$ cat src/rtl/aes_inv_controller.sv
// Sequencer for the AES-128 inverse cipher: runs the key schedule forward into the
// round-key store, then replays keys 10..0 while stepping the inverse round datapath.
module aes_inv_controller #(
   parameter int unsigned SBOX_LAT = 3
) (
   input  logic       clk_i,
   input  logic       rst_ni,
   input  logic       load_i,
   output logic [3:0] round_o,
   output logic       kexp_o,
   output logic       ks_we_o,
   output logic       init_en_o,
   output logic       round_en_o,
   output logic       last_round_o,
   output logic       done_o
);

   localparam int unsigned NR = 10;
   // A zero-latency sbox still needs a one-bit counter to keep the types legal.
   localparam int unsigned CntW = (SBOX_LAT > 0) ? $clog2(SBOX_LAT + 1) : 1;
   localparam logic [CntW-1:0] CntMax = CntW'(SBOX_LAT);
   localparam logic [3:0] LastRound = 4'(NR);

   typedef enum logic [2:0] {
      StIdle = 3'd0,
      StKexp = 3'd1,
      StInit = 3'd2,
      StDec  = 3'd3,
      StLast = 3'd4,
      StDone = 3'd5
   } state_e;

   state_e          state_q, state_d;
   logic [CntW-1:0] cnt_q, cnt_d;
   logic [3:0]      round_q, round_d;
   logic            load_q;
   logic            start;
   logic            round_end;

   assign start     = load_i & ~load_q;
   assign round_end = (cnt_q == CntMax);
   assign round_o   = round_q;

   always_ff @(posedge clk_i or negedge rst_ni) begin
      if (!rst_ni) begin
         state_q <= StIdle;
         cnt_q   <= '0;
         round_q <= '0;
         load_q  <= 1'b0;
      end else begin
         state_q <= state_d;
         cnt_q   <= cnt_d;
         round_q <= round_d;
         load_q  <= load_i;
      end
   end

   always_comb begin
      state_d      = state_q;
      cnt_d        = '0;
      round_d      = round_q;
      kexp_o       = 1'b0;
      ks_we_o      = 1'b0;
      init_en_o    = 1'b0;
      round_en_o   = 1'b0;
      last_round_o = 1'b0;
      done_o       = 1'b0;
      case (state_q)
         StIdle: begin
            if (start) begin
               state_d = StKexp;
               round_d = '0;
            end
         end
         StKexp: begin
            kexp_o = 1'b1;
            // Round 0 is the raw key: stored in one cycle, no sbox wait.
            if (round_q == 4'd0) begin
               ks_we_o = 1'b1;
               round_d = 4'd1;
            end else if (round_end) begin
               ks_we_o = 1'b1;
               if (round_q == LastRound) begin
                  state_d = StInit;
               end else begin
                  round_d = round_q + 4'd1;
               end
            end else begin
               cnt_d = cnt_q + 1'b1;
            end
         end
         StInit: begin
            init_en_o = 1'b1;
            state_d   = StDec;
            round_d   = LastRound - 4'd1;
         end
         StDec: begin
            if (round_end) begin
               round_en_o = 1'b1;
               round_d    = round_q - 4'd1;
               if (round_q == 4'd1) begin
                  state_d = StLast;
               end
            end else begin
               cnt_d = cnt_q + 1'b1;
            end
         end
         StLast: begin
            last_round_o = 1'b1;
            if (round_end) begin
               round_en_o = 1'b1;
               state_d    = StDone;
            end else begin
               cnt_d = cnt_q + 1'b1;
            end
         end
         StDone: begin
            done_o = 1'b1;
            if (start) begin
               state_d = StKexp;
               round_d = '0;
            end
         end
         default: begin
            state_d = StIdle;
            round_d = '0;
         end
      endcase
   end

endmodule

$ cat config.mk
export PLATFORM = sky130hd
export DESIGN_NAME = aes_inv_controller
export DESIGN_NICKNAME = d
export VERILOG_FILES = /design/src/rtl/aes_inv_controller.sv
export SDC_FILE = /design/constraint.sdc
export NUM_CORES = 1
export LEC_CHECK = 0
export BUFFER_PORTS_ARGS = -buffer_cell sky130_fd_sc_hd__buf_2
export CAP_MARGIN = 20
export CORE_UTILIZATION = 58
export DETAILED_ROUTE_END_ITERATION = 8
export GPL_ROUTABILITY_DRIVEN = 0
export GPL_TIMING_DRIVEN = 0
export PLACE_DENSITY_LB_ADDON = 0.1
export SYNTH_ARGS = -nofsm -noshare
export SYNTH_HDL_FRONTEND = slang
export SYNTH_SLANG_ARGS = --single-unit
$ cat constraint.sdc
create_clock -name clk_i -period 3.4 [get_ports clk_i]
set_clock_uncertainty 0.2 [all_clocks]
set_input_delay 0.34 -clock clk_i [delete_from_list [all_inputs] [get_ports clk_i]]
set_output_delay 0.34 -clock clk_i [all_outputs]
set_load 0.05 [all_outputs]
==> flow_summary.json <==
{
  "outcome": "complete, no violations",
  "ios": 13,
  "ys_top_cells_by_count": "dfrtp_1, nand2_1, a21oi_1, inv_1",
  "synth_fp_nets": 99,
  "initial_core_util_pct": 66.7,
  "end_kind": "register",
  "route.antenna.remaining_nets": 0,
  "synth_area_um2": 781,
  "holdPathStages": 1,
  "rsz0062_at_grt": "no",
  "startpoint_type": "register",
  "die_area_mm2": 0.00150,
  "power_density_mw_per_mm2": 955,
  "timing.final.ws_setup_ns": 1.16,
  "dp.cells": 117,
  "nNetsFinal": 118,
  "ys.flop_type": "dfrtp_1",
  "yosys.area_share.xor_xnor_pct": 1.12,
  "synth.most_common_cell": "dfrtp_1",
  "dp_hpwl_um": 1210,
  "critical_path_buf_inv_count": 1,
  "maxCapViolations": 0,
  "synthDistinctLibCells": 34,
  "cts.clk_slew.worst_paths_ns": 0.07,
  "worst_slew_pin_slew_ns": 0.410,
  "hold_violations": 0,
  "worstSetupPathType": "register to register",
  "vias": 746,
  "yosysSeqAreaShare_pct": 32.1,
  "post_route_cells_drive_above_1_share_pct": 22.9,
  "stdcell_count": 123,
  "synth-async-reset-ratio_pct": 100,
  "path_max_fanout": 9,
  "numPortBuffers": 12,
  "cts-root-buf": "clkbuf_4",
  "synthMuxAreaShare_pct": 1.28,
  "diodes": 0,
  "setup_viol": 0,
  "maxClockFrequency_ghz": 0.446,
  "synth.largest_area_cell": "dfrtp_1",
  "fp.dieH_um": 38.7,
  "place_area_um2": 858,
  "area_growth_pct": 17.1,
  "finalPower_mw": 0.874,
  "slowest_delay_ns": 0.47,
  "antenna_found_initial": 0,
  "synth_top_family_by_area": "simple AND/OR/NAND/NOR gates",
  "drt_pass1_iterations": 4,
  "routed_wl_um": 1670,
  "report.final.slew_viol_count": 0,
  "synth-edff-count": 0,
  "crit_chain": "inv_1 -> ha_1 -> nor4b_4 -> nor3_1 -> a211o_4 -> or3_1 -> nand3_1",
  "holdWs_ns": 0.259,
  "fin_util_pct": 78.1,
  "grt_pass1_wl_um": 2700,
  "avgSynthCellArea_um2": 8.58,
  "reg2regPathDepth": 7,
  "grt_max_degree": 11,
  "vdd_drop_max_mv": 0.736,
  "synth-simple-area-share_pct": 25.8,
  "cp.arrival_ns": 2.24,
  "required_ns": 3.40,
  "relSlewSlack_pct": 72.7,
  "synth_compound_area_share_pct": 23.1,
  "drt_iter0_drc": 29,
  "pre_cts_ws_ns": 1.19,
  "ys_ff_latch": 10,
  "wl_per_cell_um": 13.6,
  "synth_area_leaders": "dfrtp_1, ha_1, a21oi_1, nand2_1, nor3_1",
  "p_leak_nw": 0.452,
  "layout_min_cycle_time_ns": 2.24,
  "post_cts_buffers": 0,
  "clockBufferDepth": 2,
  "grt_pass1_vias": 637,
  "clk_latency_ns": 0.27,
  "cts_resized": 0,
  "critPathSlowestCell": "dfrtp_1",
  "route.detailed.drc": 0,
  "die_x_um": 38.7,
  "coreArea_mm2": 0.00117,
  "std_cell_rows": 12,
  "hold_class": "register to register",
  "grt_use_total_pct": 26.6,
  "ys_warn_count": 0,
  "viasPerCell": 6.07,
  "cts_tree": "built",
  "grt-ovfl-total": 0,
  "synthCells": 91,
  "cts_num_sinks": 10,
  "htree_levels": 1,
  "synthAdderAreaFrac_pct": 8.01,
  "final_area_um2": 915,
  "cpLargestDelayFamily": "simple AND/OR/NAND/NOR gates",
  "finalSetupTns_ns": 0,
  "cts_made_buffers": 3,
  "yosysTopAreaCellShare_pct": 32.1,
  "period_share_pct": 65.9,
  "worst-path-stages": 7
}
==> state kept, by name (all words and copies together) (netlist names) <==
name / flops
cnt_q: 2
load_q: 1
state_q: 3
round_o: 4
==> what timing repair did <==
item	CTS	global route
endpoints found under the setup margin	0	0
hold buffers	2	0
endpoints found under the hold margin	11	0
==> cell type report <==
class | count | area, um2
repair buffers | 14 | 80.1
flip-flops and latches | 10 | 250
multi-input cells | 68 | 463
inverters | 7 | 26.3
clock buffers | 4 | 36.3
fillers | 84 | 256
well taps | 14 | 17.5
plain buffers | 6 | 41.3
==> cells by family after synthesis <==
family | Yosys count
adder cells (fa/ha/maj) | 5
AO/OA/AOI/OAI | 26
buffers and inverters | 13
XOR/XNOR | 1
flip-flops | 10
AND/OR/NAND/NOR | 35
multiplexers | 1
==> path summary, 6_finish.rpt <==
path / start / end / slack (ns)
setup / recovery: round_o[0] / round_o[0] / 1.16
hold / removal: cnt_q[0] / cnt_q[0] / 0.26
setup reg to reg: round_o[0] / round_o[0] / 1.16
hold reg to reg: cnt_q[0] / cnt_q[0] / 0.26
max in group asynchronous: rst_ni / round_o[2] / 2.53
min in group asynchronous: rst_ni / cnt_q[1] / 0.28
==> metal layers <==
metal	global-route usage, %	up-vias	share of wire, %
met5	0	-	0
li1	-	363	-
met4	7.76	0	0.48
met1	36.7	351	44
met3	5.20	2	6.2
met2	42.1	30	49
==> power breakdown <==
part | total, mW | switching, mW | internal, mW
Combinational | 0.560 | 0.354 | 0.206
Clock | 0.107 | 0.0424 | 0.0651
Sequential | 0.207 | 0.0476 | 0.159
Total | 0.874 | 0.444 | 0.430
==> cells in the final DEF, fill, tap and decap left out <==
master / count
a211o_1: 1
a211o_4: 1
a211oi_1: 2
a21oi_1: 7
a31oi_1: 1
and2b_1: 1
and2b_4: 1
and3_1: 1
buf_1: 1
buf_2: 15
buf_6: 2
clkbuf_4: 3
clkbuf_8: 1
dfrtp_1: 10
dlygate4sd3_1: 2
ha_1: 5
inv_1: 7
mux2i_1: 1
nand2_1: 9
nand2b_1: 1
nand3_1: 1
nand3b_1: 2
nor2_1: 6
nor2b_1: 3
nor3_1: 6
nor4_1: 1
nor4b_4: 1
o211ai_1: 1
o21ai_0: 6
o21bai_2: 1
o22a_1: 1
o2bb2ai_1: 1
o31ai_1: 3
o32ai_1: 1
or3_1: 1
or4b_1: 1
xnor2_1: 1
No activity file was read; power rests on OpenSTA's default activity.
